<file path="config.mk">
export PLATFORM = sky130hd
export DESIGN_NAME = load_store_unit_flat
export DESIGN_NICKNAME = d
export VERILOG_FILES = /design/src/rtl/load_store_unit_if.sv /design/src/rtl/load_store_unit.sv /design/src/flat_wrapper.sv
export SDC_FILE = /design/constraint.sdc
export NUM_CORES = 1
export LEC_CHECK = 0
export ABC_AREA = 1
export CORE_MARGIN = 10
export CORE_UTILIZATION = 54
export DETAILED_ROUTE_END_ITERATION = 16
export DONT_BUFFER_PORTS = 1
export GPL_ROUTABILITY_DRIVEN = 1
export HOLD_SLACK_MARGIN = 0.06
export PLACE_DENSITY = 0.68
export SYNTH_ARGS = -nofsm -noshare
export SYNTH_HDL_FRONTEND = slang
export SYNTH_SLANG_ARGS = --single-unit
</file>
<file path="constraint.sdc">
create_clock -name clk -period 2.4 [get_ports clk]
set_input_delay 0.12 -clock clk [delete_from_list [all_inputs] [get_ports clk]]
set_output_delay 0.12 -clock clk [all_outputs]
set_load 0.02 [all_outputs]
</file>
<file path="src/rtl/load_store_unit_if.sv">
`default_nettype none
// ============================================================================
// lsu_cpu_if / lsu_mem_if
// CPU-side request/response channel and data-memory bus of the load/store unit.
// Revision: 1.0
// ============================================================================

interface lsu_cpu_if;
   logic        req_valid;
   logic        req_ready;
   logic        req_we;
   logic [2:0]  req_funct3;
   logic [31:0] req_addr;
   logic [31:0] req_wdata;
   logic        resp_valid;
   logic [31:0] resp_rdata;
   logic        resp_err;

   modport master (
      output req_valid, req_we, req_funct3, req_addr, req_wdata,
      input  req_ready, resp_valid, resp_rdata, resp_err
   );
   modport slave (
      input  req_valid, req_we, req_funct3, req_addr, req_wdata,
      output req_ready, resp_valid, resp_rdata, resp_err
   );
endinterface

interface lsu_mem_if;
   logic        mem_req;
   logic        mem_we;
   logic [31:0] mem_addr;
   logic [3:0]  mem_be;
   logic [31:0] mem_wdata;
   logic [31:0] mem_rdata;
   logic        mem_ready;

   modport master (
      output mem_req, mem_we, mem_addr, mem_be, mem_wdata,
      input  mem_rdata, mem_ready
   );
   modport slave (
      input  mem_req, mem_we, mem_addr, mem_be, mem_wdata,
      output mem_rdata, mem_ready
   );
endinterface

`default_nettype wire

</file>
<file path="src/rtl/load_store_unit.sv">
`default_nettype none
// ============================================================================
// load_store_unit
// Single-outstanding load/store initiator: aligns, issues, waits, extends.
// Revision: 1.0
// ============================================================================

module load_store_unit #(
   parameter int TIMEOUT = 16
) (
   input  logic       clk,
   input  logic       rst,
   lsu_cpu_if.slave   cpu,
   lsu_mem_if.master  mem
);

   localparam int              CW         = $clog2(TIMEOUT);
   localparam logic [CW-1:0]   c_CNT_LAST = CW'(TIMEOUT - 1);

   typedef enum logic [1:0] {
      S_IDLE = 2'd0,
      S_BUS  = 2'd1,
      S_DONE = 2'd2
   } state_t;

   state_t        r_state;
   logic          r_req_ready;
   logic          r_resp_valid;
   logic [31:0]   r_resp_rdata;
   logic          r_resp_err;
   logic          r_mem_req;
   logic          r_mem_we;
   logic [31:0]   r_mem_addr;
   logic [3:0]    r_mem_be;
   logic [31:0]   r_mem_wdata;
   logic [1:0]    r_lane;
   logic [2:0]    r_funct3;
   logic [CW-1:0] r_cnt;

   logic          w_accept;
   logic          w_illegal;
   logic          w_misal;
   logic [3:0]    w_be;
   logic [31:0]   w_wdata;
   logic [7:0]    w_byte;
   logic [15:0]   w_half;
   logic [31:0]   w_ext;

   assign w_accept = cpu.req_valid & r_req_ready;

   // Unsigned loads have no store counterpart, so 100/101 are only legal for loads.
   always_comb begin
      w_illegal = 1'b1;
      case (cpu.req_funct3)
         3'b000, 3'b001, 3'b010: w_illegal = 1'b0;
         3'b100, 3'b101:         w_illegal = cpu.req_we;
         default:                w_illegal = 1'b1;
      endcase
   end

   assign w_misal = ((cpu.req_funct3[1:0] == 2'b01) && cpu.req_addr[0]) ||
                    ((cpu.req_funct3[1:0] == 2'b10) && (cpu.req_addr[1:0] != 2'b00));

   always_comb begin
      w_be    = 4'b1111;
      w_wdata = cpu.req_wdata;
      case (cpu.req_funct3[1:0])
         2'b00: begin
            w_be    = 4'b0001 << cpu.req_addr[1:0];
            w_wdata = {4{cpu.req_wdata[7:0]}};
         end
         2'b01: begin
            w_be    = cpu.req_addr[1] ? 4'b1100 : 4'b0011;
            w_wdata = {2{cpu.req_wdata[15:0]}};
         end
         default: begin
            w_be    = 4'b1111;
            w_wdata = cpu.req_wdata;
         end
      endcase
   end

   always_comb begin
      w_byte = mem.mem_rdata[7:0];
      case (r_lane)
         2'd0:    w_byte = mem.mem_rdata[7:0];
         2'd1:    w_byte = mem.mem_rdata[15:8];
         2'd2:    w_byte = mem.mem_rdata[23:16];
         default: w_byte = mem.mem_rdata[31:24];
      endcase
      w_half = r_lane[1] ? mem.mem_rdata[31:16] : mem.mem_rdata[15:0];
      w_ext  = mem.mem_rdata;
      case (r_funct3)
         3'b000:  w_ext = {{24{w_byte[7]}}, w_byte};
         3'b001:  w_ext = {{16{w_half[15]}}, w_half};
         3'b100:  w_ext = {24'd0, w_byte};
         3'b101:  w_ext = {16'd0, w_half};
         default: w_ext = mem.mem_rdata;
      endcase
   end

   always_ff @(posedge clk) begin
      if (rst) begin
         r_state      <= S_IDLE;
         r_req_ready  <= 1'b1;
         r_resp_valid <= 1'b0;
         r_resp_rdata <= 32'd0;
         r_resp_err   <= 1'b0;
         r_mem_req    <= 1'b0;
         r_mem_we     <= 1'b0;
         r_mem_addr   <= 32'd0;
         r_mem_be     <= 4'd0;
         r_mem_wdata  <= 32'd0;
         r_lane       <= 2'd0;
         r_funct3     <= 3'd0;
         r_cnt        <= '0;
      end else begin
         case (r_state)
            S_IDLE: begin
               r_resp_valid <= 1'b0;
               if (w_accept) begin
                  r_lane      <= cpu.req_addr[1:0];
                  r_funct3    <= cpu.req_funct3;
                  r_req_ready <= 1'b0;
                  r_cnt       <= '0;
                  if (w_illegal || w_misal) begin
                     r_state      <= S_DONE;
                     r_resp_valid <= 1'b1;
                     r_resp_err   <= 1'b1;
                     r_resp_rdata <= 32'd0;
                  end else begin
                     r_state     <= S_BUS;
                     r_mem_req   <= 1'b1;
                     r_mem_we    <= cpu.req_we;
                     r_mem_addr  <= {cpu.req_addr[31:2], 2'b00};
                     r_mem_be    <= w_be;
                     r_mem_wdata <= w_wdata;
                  end
               end
            end
            S_BUS: begin
               // A completion on the last counted cycle takes priority over the timeout.
               if (mem.mem_ready) begin
                  r_state      <= S_DONE;
                  r_mem_req    <= 1'b0;
                  r_resp_valid <= 1'b1;
                  r_resp_err   <= 1'b0;
                  r_resp_rdata <= r_mem_we ? 32'd0 : w_ext;
                  r_cnt        <= '0;
               end else if (r_cnt == c_CNT_LAST) begin
                  r_state      <= S_DONE;
                  r_mem_req    <= 1'b0;
                  r_resp_valid <= 1'b1;
                  r_resp_err   <= 1'b1;
                  r_resp_rdata <= 32'd0;
                  r_cnt        <= '0;
               end else begin
                  r_cnt <= r_cnt + 1'b1;
               end
            end
            S_DONE: begin
               r_state      <= S_IDLE;
               r_resp_valid <= 1'b0;
               r_resp_err   <= 1'b0;
               r_resp_rdata <= 32'd0;
               r_req_ready  <= 1'b1;
            end
            default: begin
               r_state     <= S_IDLE;
               r_req_ready <= 1'b1;
               r_mem_req   <= 1'b0;
            end
         endcase
      end
   end

   assign cpu.req_ready  = r_req_ready;
   assign cpu.resp_valid = r_resp_valid;
   assign cpu.resp_rdata = r_resp_rdata;
   assign cpu.resp_err   = r_resp_err;
   assign mem.mem_req    = r_mem_req;
   assign mem.mem_we     = r_mem_we;
   assign mem.mem_addr   = r_mem_addr;
   assign mem.mem_be     = r_mem_be;
   assign mem.mem_wdata  = r_mem_wdata;

endmodule

`default_nettype wire
</file>
<file path="src/flat_wrapper.sv">
// flat-port wrapper written by rule: the top's interface ports become plain ports
module load_store_unit_flat 
#(
   parameter int TIMEOUT = 16
)
  (clk, rst, cpu_req_valid, cpu_req_we, cpu_req_funct3, cpu_req_addr, cpu_req_wdata, cpu_req_ready, cpu_resp_valid, cpu_resp_rdata, cpu_resp_err, mem_mem_req, mem_mem_we, mem_mem_addr, mem_mem_be, mem_mem_wdata, mem_mem_rdata, mem_mem_ready);
  lsu_cpu_if cpu_i ();
  lsu_mem_if mem_i ();
  input  logic clk;
  input  logic rst;
  input wire logic [$bits(cpu_i.req_valid)-1:0] cpu_req_valid;
  input wire logic [$bits(cpu_i.req_we)-1:0] cpu_req_we;
  input wire logic [$bits(cpu_i.req_funct3)-1:0] cpu_req_funct3;
  input wire logic [$bits(cpu_i.req_addr)-1:0] cpu_req_addr;
  input wire logic [$bits(cpu_i.req_wdata)-1:0] cpu_req_wdata;
  output wire logic [$bits(cpu_i.req_ready)-1:0] cpu_req_ready;
  output wire logic [$bits(cpu_i.resp_valid)-1:0] cpu_resp_valid;
  output wire logic [$bits(cpu_i.resp_rdata)-1:0] cpu_resp_rdata;
  output wire logic [$bits(cpu_i.resp_err)-1:0] cpu_resp_err;
  output wire logic [$bits(mem_i.mem_req)-1:0] mem_mem_req;
  output wire logic [$bits(mem_i.mem_we)-1:0] mem_mem_we;
  output wire logic [$bits(mem_i.mem_addr)-1:0] mem_mem_addr;
  output wire logic [$bits(mem_i.mem_be)-1:0] mem_mem_be;
  output wire logic [$bits(mem_i.mem_wdata)-1:0] mem_mem_wdata;
  input wire logic [$bits(mem_i.mem_rdata)-1:0] mem_mem_rdata;
  input wire logic [$bits(mem_i.mem_ready)-1:0] mem_mem_ready;
  assign cpu_i.req_valid = cpu_req_valid;
  assign cpu_i.req_we = cpu_req_we;
  assign cpu_i.req_funct3 = cpu_req_funct3;
  assign cpu_i.req_addr = cpu_req_addr;
  assign cpu_i.req_wdata = cpu_req_wdata;
  assign cpu_req_ready = cpu_i.req_ready;
  assign cpu_resp_valid = cpu_i.resp_valid;
  assign cpu_resp_rdata = cpu_i.resp_rdata;
  assign cpu_resp_err = cpu_i.resp_err;
  assign mem_mem_req = mem_i.mem_req;
  assign mem_mem_we = mem_i.mem_we;
  assign mem_mem_addr = mem_i.mem_addr;
  assign mem_mem_be = mem_i.mem_be;
  assign mem_mem_wdata = mem_i.mem_wdata;
  assign mem_i.mem_rdata = mem_mem_rdata;
  assign mem_i.mem_ready = mem_mem_ready;
  load_store_unit #(.TIMEOUT(TIMEOUT)) u_core (.clk(clk), .rst(rst), .cpu(cpu_i), .mem(mem_i));
endmodule
</file>
==> results.py, run 1 <==
metrics = {
    "outcome": {
        "outcome": "completed",
    },
    "synthesis": {
        "ys_ff_latch": 114,
        "syn_inst": 762,
        "synth.area.top_cells": "dfxtp_1, nand2_1, a21oi_1, o21ai_0, nand3_1",
        "yosys_warnings": 0,
        "yosysSeqAreaShare_pct": 41.8,
        "ys_types": 35,
        "yosysTopAreaCellShare_pct": 41.8,
        "syn_area_per_cell_um2": 7.17,
        "synth_top_cells_by_count": "nand2_1, dfxtp_1, a21oi_1",
        "synthFlopType": "dfxtp_1",
        "synth_area_um2": 5460,
        "synth_most_common_cell": "nand2_1",
        "post-synth-top-area-cell": "dfxtp_1",
        "synthArstFlopShare_pct": 0,
        "synth-edff-count": 0,
    },
    "global_route": {
        "grt_remaining_overflow": 0,
        "grt_max_degree": 58,
        "grt_pass1_wl_um": 31300,
        "grt_pass1_vias": 5937,
        "track_usage_pct": 26.7,
        "antenna_found_initial": 2,
    },
    "clocking": {
        "clockBufferDepth": 2,
        "clkLatencyLatePin_ns": 0.51,
        "cts_max_level": 4,
        "clkSlewWorstSetupHoldPaths_ns": 0.06,
        "cts_root_buffer": "clkbuf_8",
        "clock_sinks": 114,
        "cts_buffers": 17,
        "tritoncts": "yes",
    },
    "timing": {
        "worst_pin_slew_ns": 0.663,
        "tns_ns": 0,
        "fin_crit_ns": 2.30,
        "setup_viol": 0,
        "hold_violations": 0,
        "clock_skew_ns": 0.00782,
        "max_slew_margin_pct": 55.8,
        "final.period_utilization_pct": 95.7,
        "max_freq_mhz": 435,
        "report.final.slew_viol_count": 0,
    },
    "setup_path": {
        "r2r_setup_slack_ns": 0.10,
        "cp_slowest_stage_delay_ns": 0.55,
        "critPathArrivalTime_ns": 2.74,
        "r2r_start": "u_core.r_state[1]",
        "worst_path_max_delay_cell": "dlygate4sd3_1",
        "reg2reg_depth": 12,
        "path_max_fanout": 14,
        "crit_chain": "inv_1, ha_1, inv_2, nor2_4, nand2_1, nand2_1, nor2_4, nand2_8, nor2_2, nand2_1, dlygate4sd3_1, a21oi_1",
        "cp-start-kind": "flop",
        "crit_top_cell": "nand2_1",
        "crit_buf_inv": 3,
        "crit_family": "simple AND/OR/NAND/NOR gates",
        "endpoint_kind": "flop",
        "reg2reg_to": "u_core.cpu.resp_rdata[15]",
        "critical_path_class": "flop to flop",
        "worstPathRequired_ns": 2.85,
    },
    "detailed_routing": {
        "drt_iter0_drc": 676,
        "final_antenna_net_count": 0,
        "drc": 0,
        "routedWlPerCell_um": 19.7,
        "vias": 5996,
        "viasPerCell": 5.73,
        "wirelength_um": 20600,
        "dr.pass1.iters": 7,
    },
    "place": {
        "numPortBuffers": 0,
        "placed_area_um2": 5430,
        "dpl.hpwl_um": 11800,
        "dp_cells": 857,
        "globalplace.congestion": 0.925,
    },
    "finish": {
        "multi_input_area_um2": 2720,
        "finish.instance_area_um2": 7640,
        "seq_area_um2": 2280,
        "fillCellCount": 682,
        "instances_no_fill": 1047,
        "syn2layout_area_growth_pct": 39.9,
        "drive_gt1_share_pct": 10.9,
        "final_net_count": 1008,
    },
    "power": {
        "p_int_mw": 4.12,
        "powerDensity_nw_per_um2": 821,
        "netSwitchingFraction_pct": 34.3,
        "peakVddDrop_v": 0.000559,
        "leakage_nw": 3.07,
        "comb_power_share_pct": 22.0,
        "p_seq_share_pct": 39.1,
        "power_frac_clock_pct": 38.9,
        "p_switching_mw": 2.15,
    },
    "floorplanning": {
        "io_pins": 209,
        "dieArea_um2": 14500,
        "initial_core_util_pct": 55.6,
        "num_rows": 36,
        "die_y_um": 121,
        "core_area_um2": 9820,
        "die_w_um": 121,
    },
    "job": {
        "cap_violations": 0,
    },
    "hold_path": {
        "hold_end": "u_core.cpu.resp_rdata[7]",
        "hold_path_class": "primary input to flop",
        "hp-start": "mem_mem_rdata[7]",
        "min_delay_path_depth": 6,
    },
}
sequential cells by signal, indices dropped and copies added, names as in the netlist, 2 cells and up:
| signal | cells |
|---|---|
| u_core.cpu.resp_rdata | 32 |
| u_core.mem.mem_be | 4 |
| u_core.r_state | 2 |
| u_core.mem.mem_wdata | 32 |
| u_core.r_funct3 | 3 |
| u_core.r_lane | 2 |
| u_core.r_cnt | 4 |
| u_core.mem.mem_addr | 30 |
stage by stage:
step	hold WS [ns]	power, mW	worst slack (ns)	utilization [%]
2_1_floorplan	0.255	3.31	0.817	-
3_3_place_gp	0.195	3.44	0.372	55.3
3_5_place_dp	0.197	3.47	0.299	55.3
4_1_cts	0.0762	6.16	0.0724	76.9
5_1_grt	0.127	6.52	-0.0127	77.8
6_report	0.101	6.27	0.103	77.8
cell usage in the layout (no fill, tap or decap), types with 3 or more instances in the layout:
cell | synthesis | routed
nor2_1 | 35 | 35
nand2_1 | 231 | 231
a31oi_1 | 4 | 4
clkinvlp_4 | 0 | 4
inv_1 | 38 | 38
dlygate4sd3_1 | 0 | 153
ha_1 | 5 | 4
clkbuf_16 | 0 | 16
a21oi_2 | 16 | 17
nand3_1 | 29 | 29
nor3_1 | 5 | 5
dfxtp_1 | 114 | 113
nor2_2 | 5 | 4
inv_2 | 5 | 5
nand2_4 | 3 | 3
o21ai_1 | 28 | 28
buf_4 | 8 | 6
nand4_1 | 10 | 10
or2_2 | 11 | 11
buf_12 | 0 | 4
clkinv_4 | 0 | 5
o21ai_0 | 41 | 41
a21oi_1 | 107 | 106
nor2_4 | 3 | 4
mux2i_1 | 8 | 8
worst max path at each step:
stage | slack [ns] | to | depth (start not counted) | startpoint
finish | 0.10 | u_core.cpu.resp_rdata[15] | 12 | u_core.r_state[1]
global route | -0.01 | u_core.cpu.resp_rdata[15] | 12 | u_core.r_state[1]
CTS | 0.07 | u_core.mem.mem_addr[7] | 9 | u_core.r_state[0]
detailed placement | 0.30 | u_core.cpu.resp_rdata[1] | 11 | u_core.r_state[1]
global placement | 0.37 | u_core.cpu.resp_rdata[7] | 11 | u_core.r_state[1]
floorplan | 0.82 | u_core.cpu.resp_err | 11 | u_core.r_state[1]
power groups by stage:
stage	clock (mW)	sequential (mW)	combinational, mW
finish	2.44	2.45	1.38
global route	2.55	2.47	1.50
CTS	2.45	2.45	1.26
detailed placement	0	2.49	0.975
global placement	0	2.49	0.949
floorplan	0	2.42	0.884
layout make-up:
cell class	instances	share of cell area [%]
inverters	47	2.72
clock inverters	15	2.11
well taps	133	2.18
repair buffers	165	22.0
diodes	2	0.0655
clock buffers	17	5.42
multi-input cells	554	35.6
flip-flops and latches	114	29.9
logic make-up (layout without fill, tap and decap cells):
family / Yosys count / in the layout / synth area share [%]
fa+ha+maj: 5 / 5 / 1.15
simple gates: 338 / 339 / 26.8
buf+inv: 96 / 244 / 9.00
mux: 8 / 8 / 1.47
flops: 114 / 114 / 41.8
compound gates: 199 / 199 / 19.6
xor+xnor: 1 / 1 / 0.160
other cells: 1 / 4 / 0.0687
what timing repair did:
item	in CTS	in global routing
endpoints found under the setup margin	0	18
setup buffers	0	1
gates resized for setup	0	13
endpoints found under the hold margin	113	0
hold buffers	154	0
worst reg2reg max path: cells and delay by family (launching register included):
kind	cells	cell delay, ns
flip-flops	1	0.36
AO/OA/AOI/OAI	1	0.11
AND/OR/NAND/NOR	7	0.81
adder cells (fa/ha/maj)	1	0.22
buffers and inverters	3	0.75
layer usage:
layer	vias to the layer above	GRT usage, %	wire (um)
li1	2785	-	-
met5	-	0	0
met4	0	13.7	736
met3	72	11.4	2470
met2	375	45.0	10200
met1	2764	28.0	7260
Note: power is estimated with default switching activity, not from simulation.
==> inputs of run 2 (changes only) <==
- CORE_UTILIZATION: 54 -> 61
- PLACE_DENSITY: 0.68 -> 0.76
==> run 2 against run 1 <==
Net effect:
- fmax up 2.8%
- hold slack worse by 0.019 ns
- sequential power about the same
- critical path depth down 1
- clock-buffer cell count up 3
- clock skew up 0.00085 ns
- global-route usage up 3.0 points
- via count down 0.52%
==> results.py, run 2 (same netlist as run 1, synthesis figures left out) <==
metrics = {
    "finish": {
        "instances_no_fill": 1008,
        "seq_area_um2": 2280,
        "syn2layout_area_growth_pct": 35.7,
        "multi_input_area_um2": 2690,
        "layout_commonest_cell": "nand2_1",
        "fillCellCount": 473,
        "drive_gt1_share_pct": 11.1,
        "final_net_count": 995,
        "mostFrequentLayoutCells": "nand2_1, dlygate4sd3_1, dfxtp_1",
    },
    "global_route": {
        "antenna_found_initial": 1,
        "use_met1_pct": 33.0,
        "grt_use_met3_pct": 11.8,
        "track_usage_pct": 29.7,
        "grt_max_degree": 59,
        "use_met2_pct": 49.8,
        "grt_pass1_wl_um": 31800,
        "busiest_layer": "met2",
        "grt_pass1_vias": 6023,
        "grt_remaining_overflow": 0,
    },
    "setup_path": {
        "critical_path_class": "flop to flop",
        "endpoint_kind": "flop",
        "path_max_fanout": 10,
        "cp-start-kind": "flop",
        "worstPathRequired_ns": 2.79,
        "critPathArrivalTime_ns": 2.62,
    },
    "timing": {
        "tns_ns": 0,
        "grt_setup_unrepaired": "no",
        "final.period_utilization_pct": 93.1,
        "fin_crit_ns": 2.24,
        "max_slew_margin_pct": 29.7,
        "hold_violations": 0,
        "worst_pin_slew_ns": 1.05,
        "setup_viol": 0,
        "report.final.slew_viol_count": 0,
        "max_freq_mhz": 447,
        "clock_skew_ns": 0.00867,
    },
    "power": {
        "powerDensity_nw_per_um2": 829,
        "leakage_nw": 3.03,
        "peakVddDrop_v": 0.000658,
    },
    "hold_path": {
        "hold_path_class": "primary input to flop",
    },
    "floorplanning": {
        "dieArea_um2": 13100,
        "die_y_um": 115,
        "num_rows": 34,
        "initial_core_util_pct": 62.6,
        "core_area_um2": 8720,
        "io_pins": 209,
        "die_w_um": 115,
    },
    "clocking": {
        "clkLatencyLatePin_ns": 0.51,
        "clock_sinks": 114,
        "clkSlewWorstSetupHoldPaths_ns": 0.06,
        "cts_buffers": 17,
        "clockBufferDepth": 2,
        "cts_root_buffer": "clkbuf_8",
        "tritoncts": "yes",
        "cts_max_level": 4,
    },
    "detailed_routing": {
        "routedWlPerCell_um": 19.9,
        "wirelength_um": 20100,
        "dr.pass1.iters": 5,
        "drc": 0,
        "vias": 5965,
        "drt_iter0_drc": 690,
        "final_antenna_net_count": 0,
        "viasPerCell": 5.92,
    },
    "job": {
        "cap_violations": 0,
    },
    "place": {
        "dp_cells": 831,
        "numPortBuffers": 0,
        "dpl.hpwl_um": 11700,
        "globalplace.congestion": 0.882,
    },
    "outcome": {
        "outcome": "completed",
    },
}
run 2: through the flow:
step,power (mW),area (um2),util (%),setup WS (ns),hold WS (ns)
detailed placement,3.46,5390,61.8,0.400,0.197
CTS,6.03,7340,84.2,0.103,0.0603
global route,6.39,7410,85.0,0.0499,0.146
finish,6.14,7410,85.0,0.165,0.0828
floorplan,3.31,5470,-,0.817,0.255
global placement,3.43,5390,61.8,0.503,0.194
run 2: layout make-up:
class / instances / area share (%)
multi-input combinational: 553 / 36.3
clock buffer: 20 / 6.14
sequential: 114 / 30.8
inverter: 47 / 2.62
timing repair buffer: 153 / 20.8
clock inverter: 12 / 1.47
tap: 108 / 1.82
antenna: 1 / 0.0338
run 2: per-layer routing:
| layer | routed length, um | vias to the layer above |
|---|---|---|
| met5 | 0 | - |
| met4 | 632 | 0 |
| met3 | 2460 | 65 |
| met2 | 9830 | 406 |
| met1 | 7150 | 2747 |
| li1 | - | 2747 |
run 2: critical path, stage by stage (launching register included):
cell	delay, ns
dfxtp_1	0.37
inv_1	0.08
ha_1	0.23
inv_2	0.12
nor2_4	0.06
nand2_1	0.12
nand2_1	0.13
nor2_2	0.15
nand2_4	0.11
a31oi_1	0.14
dlygate4sd3_1	0.57
nor2_1	0.04
run 2: power by group:
| group | internal [mW] | switching, mW | total (mW) |
|---|---|---|---|
| Combinational | 0.519 | 0.811 | 1.33 |
| Sequential | 2.08 | 0.370 | 2.45 |
| Clock | 1.45 | 0.909 | 2.36 |
| Total | 4.05 | 2.09 | 6.14 |
run 2: final timing paths:
kind,start,endpoint,slack (ns),cells after the start
setup / recovery,u_core.r_state[1],u_core.cpu.resp_rdata[1],0.16,11
hold / removal,mem_mem_rdata[9],u_core.cpu.resp_rdata[9],0.08,6
setup reg to reg,u_core.r_state[1],u_core.cpu.resp_rdata[1],0.16,11
hold reg to reg,u_core.r_cnt[1],u_core.r_cnt[1],0.49,2
run 2: timing repair:
action                                  4_1_cts  5_1_grt
buffers inserted                              0        6
gates resized for setup                       0        6
endpoints found under the setup margin        0       27
hold buffers                                138        0
endpoints found under the hold margin       113        0
